==> src/rtl/as_pack.sv <==
// Shared TAP definitions: state encodings, IR geometry and opcode values.
package as_pack;

    localparam int ir_width = 4;

    localparam logic [3:0] ir_capture = 4'b0001;

    localparam logic [3:0] op_extest = 4'h0;
    localparam logic [3:0] op_sample = 4'h2;
    localparam logic [3:0] op_dr1    = 4'h8;
    localparam logic [3:0] op_bypass = 4'hF;

    typedef enum logic [3:0] {
        TLR    = 4'hF,
        RTI    = 4'hC,
        SEL_DR = 4'h7,
        CAP_DR = 4'h6,
        SH_DR  = 4'h2,
        EX1_DR = 4'h1,
        PA_DR  = 4'h3,
        EX2_DR = 4'h0,
        UPD_DR = 4'h5,
        SEL_IR = 4'h4,
        CAP_IR = 4'hE,
        SH_IR  = 4'hA,
        EX1_IR = 4'h9,
        PA_IR  = 4'hB,
        EX2_IR = 4'h8,
        UPD_IR = 4'hD
    } tap_state_t;

    // True for the two states in which a serial shift drives TDO.
    function automatic logic is_shift_state(input tap_state_t st);
        return (st == SH_DR) || (st == SH_IR);
    endfunction

endpackage

==> src/rtl/tap_fsm.sv <==
// TMS-driven 16-state TAP state machine with debug state and TLR flag.
module tap_fsm
    import as_pack::*;
(
    input  logic       tck,
    input  logic       trst,
    input  logic       tms_i,
    output tap_state_t state_o,
    output logic       tlr_o
);

    tap_state_t state_r;
    tap_state_t state_nxt_s;

    // State register; reset forces TEST_LOGIC_RESET immediately.
    always_ff @(posedge tck or negedge trst) begin
        if (!trst) begin
            state_r <= TLR;
        end else begin
            state_r <= state_nxt_s;
        end
    end

    // Next-state decode from the current state and TMS.
    always_comb begin
        state_nxt_s = state_r;
        case (state_r)
            TLR:     state_nxt_s = tms_i ? TLR    : RTI;
            RTI:     state_nxt_s = tms_i ? SEL_DR : RTI;
            SEL_DR:  state_nxt_s = tms_i ? SEL_IR : CAP_DR;
            CAP_DR:  state_nxt_s = tms_i ? EX1_DR : SH_DR;
            SH_DR:   state_nxt_s = tms_i ? EX1_DR : SH_DR;
            EX1_DR:  state_nxt_s = tms_i ? UPD_DR : PA_DR;
            PA_DR:   state_nxt_s = tms_i ? EX2_DR : PA_DR;
            EX2_DR:  state_nxt_s = tms_i ? UPD_DR : SH_DR;
            UPD_DR:  state_nxt_s = tms_i ? SEL_DR : RTI;
            SEL_IR:  state_nxt_s = tms_i ? TLR    : CAP_IR;
            CAP_IR:  state_nxt_s = tms_i ? EX1_IR : SH_IR;
            SH_IR:   state_nxt_s = tms_i ? EX1_IR : SH_IR;
            EX1_IR:  state_nxt_s = tms_i ? UPD_IR : PA_IR;
            PA_IR:   state_nxt_s = tms_i ? EX2_IR : PA_IR;
            EX2_IR:  state_nxt_s = tms_i ? UPD_IR : SH_IR;
            UPD_IR:  state_nxt_s = tms_i ? SEL_DR : RTI;
            default: state_nxt_s = TLR;
        endcase
    end

    assign state_o = state_r;
    assign tlr_o   = (state_r == TLR);

endmodule

==> src/rtl/jtag_tap_ctrl.sv <==
// TAP controller top: FSM, instruction register, decode, BYPASS and TDO mux.
module jtag_tap_ctrl #(
    parameter int                  ir_width   = as_pack::ir_width,
    parameter logic [ir_width-1:0] ir_capture = as_pack::ir_capture
) (
    input  logic       tck,
    input  logic       trst,
    input  logic       tms_i,
    input  logic       tdi_i,
    output logic       tdo_o,
    output logic       tdo_en_o,
    output logic [3:0] state_o,
    output logic       tlr_o,
    output logic       mode_o,
    output logic       dr_shift_o,
    output logic       dr1_clock_o,
    output logic       dr1_upd_o,
    output logic       bsr_clock_o,
    output logic       bsr_upd_o,
    input  logic       dr1_sero_i,
    input  logic       bsr_sero_i
);

    import as_pack::*;

    localparam logic [ir_width-1:0] bypass_code_c = ir_width'(op_bypass);

    tap_state_t          state_s;
    logic                tlr_s;
    logic [ir_width-1:0] ir_shift_r;
    logic [ir_width-1:0] ir_hold_r;
    logic                bypass_r;
    logic                tdo_r;
    logic                tdo_en_r;
    logic                sel_dr1_s;
    logic                sel_bsr_s;
    logic                sel_byp_s;
    logic                mode_s;
    logic                tdo_mux_s;
    logic                cap_or_shift_dr_s;

    tap_fsm u_fsm (
        .tck     (tck),
        .trst    (trst),
        .tms_i   (tms_i),
        .state_o (state_s),
        .tlr_o   (tlr_s)
    );

    // IR shift stage: capture constant, then shift right with TDI into the MSB.
    always_ff @(posedge tck or negedge trst) begin
        if (!trst) begin
            ir_shift_r <= ir_capture;
        end else if (state_s == CAP_IR) begin
            ir_shift_r <= ir_capture;
        end else if (state_s == SH_IR) begin
            ir_shift_r <= {tdi_i, ir_shift_r[ir_width-1:1]};
        end else begin
            ir_shift_r <= ir_shift_r;
        end
    end

    // IR hold register: BYPASS in TLR, otherwise updated from the shift stage.
    always_ff @(posedge tck or negedge trst) begin
        if (!trst) begin
            ir_hold_r <= bypass_code_c;
        end else if (state_s == TLR) begin
            ir_hold_r <= bypass_code_c;
        end else if (state_s == UPD_IR) begin
            ir_hold_r <= ir_shift_r;
        end else begin
            ir_hold_r <= ir_hold_r;
        end
    end

    // Instruction decode; unknown opcodes fall back to BYPASS.
    always_comb begin
        sel_dr1_s = 1'b0;
        sel_bsr_s = 1'b0;
        mode_s    = 1'b0;
        case (ir_hold_r)
            ir_width'(op_extest): begin
                sel_bsr_s = 1'b1;
                mode_s    = 1'b1;
            end
            ir_width'(op_sample): begin
                sel_bsr_s = 1'b1;
                mode_s    = 1'b0;
            end
            ir_width'(op_dr1): begin
                sel_dr1_s = 1'b1;
                mode_s    = 1'b1;
            end
            default: begin
                sel_dr1_s = 1'b0;
                sel_bsr_s = 1'b0;
                mode_s    = 1'b0;
            end
        endcase
    end

    assign sel_byp_s = ~sel_dr1_s & ~sel_bsr_s;

    // BYPASS flop: cleared on capture, follows TDI while shifting when selected.
    always_ff @(posedge tck or negedge trst) begin
        if (!trst) begin
            bypass_r <= 1'b0;
        end else if (state_s == CAP_DR) begin
            bypass_r <= 1'b0;
        end else if ((state_s == SH_DR) && sel_byp_s) begin
            bypass_r <= tdi_i;
        end else begin
            bypass_r <= bypass_r;
        end
    end

    // TDO source selection by state and selected register.
    always_comb begin
        tdo_mux_s = 1'b0;
        case (state_s)
            SH_IR: tdo_mux_s = ir_shift_r[0];
            SH_DR: begin
                if (sel_dr1_s) begin
                    tdo_mux_s = dr1_sero_i;
                end else if (sel_bsr_s) begin
                    tdo_mux_s = bsr_sero_i;
                end else begin
                    tdo_mux_s = bypass_r;
                end
            end
            default: tdo_mux_s = 1'b0;
        endcase
    end

    // TDO and its enable launch on the falling edge, half a cycle after the mux.
    always_ff @(negedge tck or negedge trst) begin
        if (!trst) begin
            tdo_r    <= 1'b0;
            tdo_en_r <= 1'b0;
        end else begin
            tdo_r    <= tdo_mux_s;
            tdo_en_r <= is_shift_state(state_s);
        end
    end

    assign cap_or_shift_dr_s = (state_s == CAP_DR) || (state_s == SH_DR);

    assign state_o     = state_s;
    assign tlr_o       = tlr_s;
    assign mode_o      = mode_s;
    assign dr_shift_o  = (state_s == SH_DR);
    assign dr1_clock_o = cap_or_shift_dr_s & sel_dr1_s;
    assign dr1_upd_o   = (state_s == UPD_DR) & sel_dr1_s;
    assign bsr_clock_o = cap_or_shift_dr_s & sel_bsr_s;
    assign bsr_upd_o   = (state_s == UPD_DR) & sel_bsr_s;
    assign tdo_o       = tdo_r;
    assign tdo_en_o    = tdo_en_r;

endmodule

==> config.mk <==
export PLATFORM = sky130hd
export DESIGN_NAME = jtag_tap_ctrl
export DESIGN_NICKNAME = d
export VERILOG_FILES = /design/src/rtl/as_pack.sv /design/src/rtl/tap_fsm.sv /design/src/rtl/jtag_tap_ctrl.sv
export SDC_FILE = /design/constraint.sdc
export NUM_CORES = 1
export LEC_CHECK = 0
export ABC_AREA = 1
export CAP_MARGIN = 20
export CORE_MARGIN = 3
export CORE_UTILIZATION = 45
export DETAILED_ROUTE_END_ITERATION = 10
export GPL_ROUTABILITY_DRIVEN = 0
export GPL_TIMING_DRIVEN = 0
export PLACE_DENSITY = 0.73
export SLEW_MARGIN = 20
export SYNTH_ARGS = -nofsm -noshare
export SYNTH_HDL_FRONTEND = slang
export SYNTH_SLANG_ARGS = --single-unit
==> constraint.sdc <==
create_clock -name tck -period 3.6 [get_ports tck]
set_input_delay 0.54 -clock tck [delete_from_list [all_inputs] [get_ports tck]]
set_output_delay 0.54 -clock tck [all_outputs]
set_load 0.01 [all_outputs]
==> impl_metrics.sql <==
INSERT INTO impl_metrics (metric_group, metric, value, unit) VALUES
('logic_synthesis', 'simple_gate_portion_of_the_synthesized_area', '34.2', '%'),
('global_route', 'antenna_found_initial', '0', ''),
('finish', 'design_area', '0.00108', 'mm²'),
('critical_path', 'crit_chain', 'clkdlybuf4s50_1', ''),
('timing', 'finalClockSkew', '5.53', 'ps'),
('critical_path', 'timing.critical_path.to_type', 'output port', ''),
('critical_path', 'critPathLaunchType', 'flip-flop', ''),
('clock_tree', 'post-cts-setup-buffers', '0', ''),
('die', 'initial_standard_cell_utilization_of_the_core', '48.2', '%'),
('timing', 'maxSlewViolCount', '0', ''),
('clock_tree', 'tritoncts_clock_tree', 'done', ''),
('critical_path', 'critical_path.max_fanout', '1', ''),
('power', 'finalPower', '946', 'µW'),
('critical_path', 'reg2reg_depth', '7', ''),
('global_route', 'global_route.overflow_total', '0', ''),
('logic_synthesis', 'synth_area_leader_cell', 'dfstp_2', ''),
('detailed_routing', 'postRouteWirelength', '1920', 'µm'),
('clock_tree', 'clock_tree.root_cell', 'clkbuf_4', ''),
('power', 'power_leakage', '0.000488', 'µW'),
('logic_synthesis', 'post_synth_mux_area_share', '0', '%'),
('die', 'core_area', '0.00175', 'mm²'),
('global_route', 'global_route.usage.total', '17.1', '%'),
('clock_tree', 'cts-buffers-inserted', '3', ''),
('die', 'core.rowCount', '15', ''),
('placed_design', 'post_dp_cell_area', '0.00105', 'mm²'),
('timing', 'setup-tns-final', '0', 'ps'),
('logic_synthesis', 'mapped_cell_area', '842', 'µm²'),
('critical_path', 'data_arrival_critical_path', '3000', 'ps'),
('die', 'die_h', '49.3', 'µm'),
('worst_hold_path', 'min_delay_worst_endpoint', 'ir_hold_r[0]', ''),
('logic_synthesis', 'yosys.area.top_type_share', '28.1', '%'),
('timing', 'whs', '481', 'ps'),
('global_route', 'first_global_vias', '721', ''),
('logic_synthesis', 'mappedNetlistNets', '112', ''),
('logic_synthesis', 'share_of_the_synthesized_area_in_compound_gates_ao_oa_aoi_oai', '10.4', '%'),
('detailed_routing', 'num_vias', '777', ''),
('detailed_routing', 'drt_iter0_drc', '20', ''),
('clock_tree', 'tritoncts_num_sinks', '15', ''),
('detailed_routing', 'remaining_drc_errors', '0', ''),
('finish', 'nets', '135', ''),
('critical_path', 'r2r_end', 'tdo_o', ''),
('critical_path', 'setup.reg_to_reg.worst_slack', '540', 'ps'),
('logic_synthesis', 'yosys_warnings', '0', ''),
('timing', 'finish_stage_setup_viols', '0', ''),
('global_route', 'first_pass_grt_wire_length', '3190', 'µm'),
('placed_design', 'numPortBuffers', '18', ''),
('detailed_routing', 'wl_per_cell', '12.5', 'µm'),
('logic_synthesis', 'synth.lib_cells_used.distinct', '25', ''),
('timing', 'rsz0062_at_grt', 'no', ''),
('die', 'pin_count', '19', ''),
('timing', 'timing_hold_violations_final', '0', ''),
('critical_path', 'slowest_stage', 'clkdlybuf4s50_1', ''),
('status', 'outcome', 'completed', ''),
('critical_path', 'worst_reg2reg_path_startpoint', 'u_fsm.state_o[0]', ''),
('finish', 'fraction_of_layout_instances_using_a_drive_strength_above_1', '28.1', '%'),
('detailed_routing', 'vias_per_cell', '5.08', ''),
('finish', 'number_of_diodes', '0', ''),
('worst_hold_path', 'hold_path_startpoint', 'ir_hold_r[0]', ''),
('timing', 'maxSlewHeadroom', '54.2', '%'),
('critical_path', 'number_of_buffers_and_inverters_on_the_critical_path', '1', ''),
('logic_synthesis', 'synth.top_cells.by_area', 'dfstp_2 (28%), dfrtp_1 (12%), nand2_1 (8.0%)', ''),
('clock_tree', 'post_cts_hold_buffer_count', '0', ''),
('critical_path', 'cpPeakStageDelay', '530', 'ps'),
('clock_tree', 'clock_edge_transition_at_the_registers_on_the_reported_setup_and_hold_paths', '100', 'ps'),
('die', 'die_area', '0.00243', 'mm²'),
('logic_synthesis', 'synth_top_family_by_area', 'simple AND/OR/NAND/NOR gates', ''),
('worst_hold_path', 'hold_class', 'reg -> reg', ''),
('clock_tree', 'clk_latency', '290', 'ps'),
('worst_hold_path', 'whs_path_depth', '2', ''),
('critical_path', 'crit_family', 'buffers and inverters', ''),
('logic_synthesis', 'synth.avg_cell_area', '7.94', 'µm²');
cell usage after synthesis, drive strengths merged:
library cell / number
nand2: 24
nor2: 19
inv: 17
dfstp: 9
nand3: 7
o21ai: 6
dfrtp: 4
nor3: 4
nand4: 3
o22ai: 3
a32oi: 2
clkinv: 2
dfrtn: 2
a21oi: 1
a2bb2oi: 1
buf: 1
o21a: 1
cell type report:
class	instances	area, µm²
clock buffer	3	22.5
sequential	15	387
tap	25	31.3
timing repair buffer	18	183
fill	154	662
clock inverter	1	5.00
multi-input combinational	71	375
buffer	1	7.51
inverter	19	72.6
routing by layer:
metal	global-route usage (%)	share of wire, %
met1	22.1	43
met2	28.1	49
met3	3.67	7.3
met4	5.69	1.2
met5	0	0
sequential cells by signal, indices dropped and copies added, names as in the netlist:
signal	flops
tdo_en_o	1
tdo_o	1
ir_shift_r	4
u_fsm.state_o	4
bypass_r	1
ir_hold_r	4
stage by stage:
step,util [%],setup slack (ps)
6_report,62.1,56.8
5_1_grt,62.1,4.73
4_1_cts,61.9,18.7
3_5_place_dp,60.4,345
3_3_place_gp,60.4,364
2_1_floorplan,-,610
power by group:
part | switching [µW] | total [µW] | internal, µW
Sequential | 62.6 | 342 | 279
Clock | 59.5 | 101 | 41.3
Combinational | 301 | 504 | 203
cells in the final DEF (no fill, tap or decap), types with 4 or more instances in the layout:
master	netlist	layout
clkdlybuf4s50_1	0	17
dfrtp_1	4	4
dfstp_2	9	9
inv_1	11	11
inv_2	6	6
nand2_1	18	18
nand2_2	6	6
nand3_1	6	6
nor2_1	12	12
nor2_2	5	5
kinds of logic after synthesis:
kind of cell	Yosys count
DFF	15
and+or+nand+nor	57
buffers and inverters	20
AOI/OAI and AO/OA	14
worst max-delay path by stage:
stage,slack [ps],startpoint,endpoint
6_report,60,tdo_en_o,tdo_en_o
5_1_grt,5,tdo_en_o,tdo_en_o
4_1_cts,20,tdo_o,tdo_o
3_5_place_dp,350,tdo_o,tdo_o
3_3_place_gp,360,tdo_o,tdo_o
2_1_floorplan,610,u_fsm.state_o[0],tdo_o
Note: power is estimated with default switching activity, not from simulation.
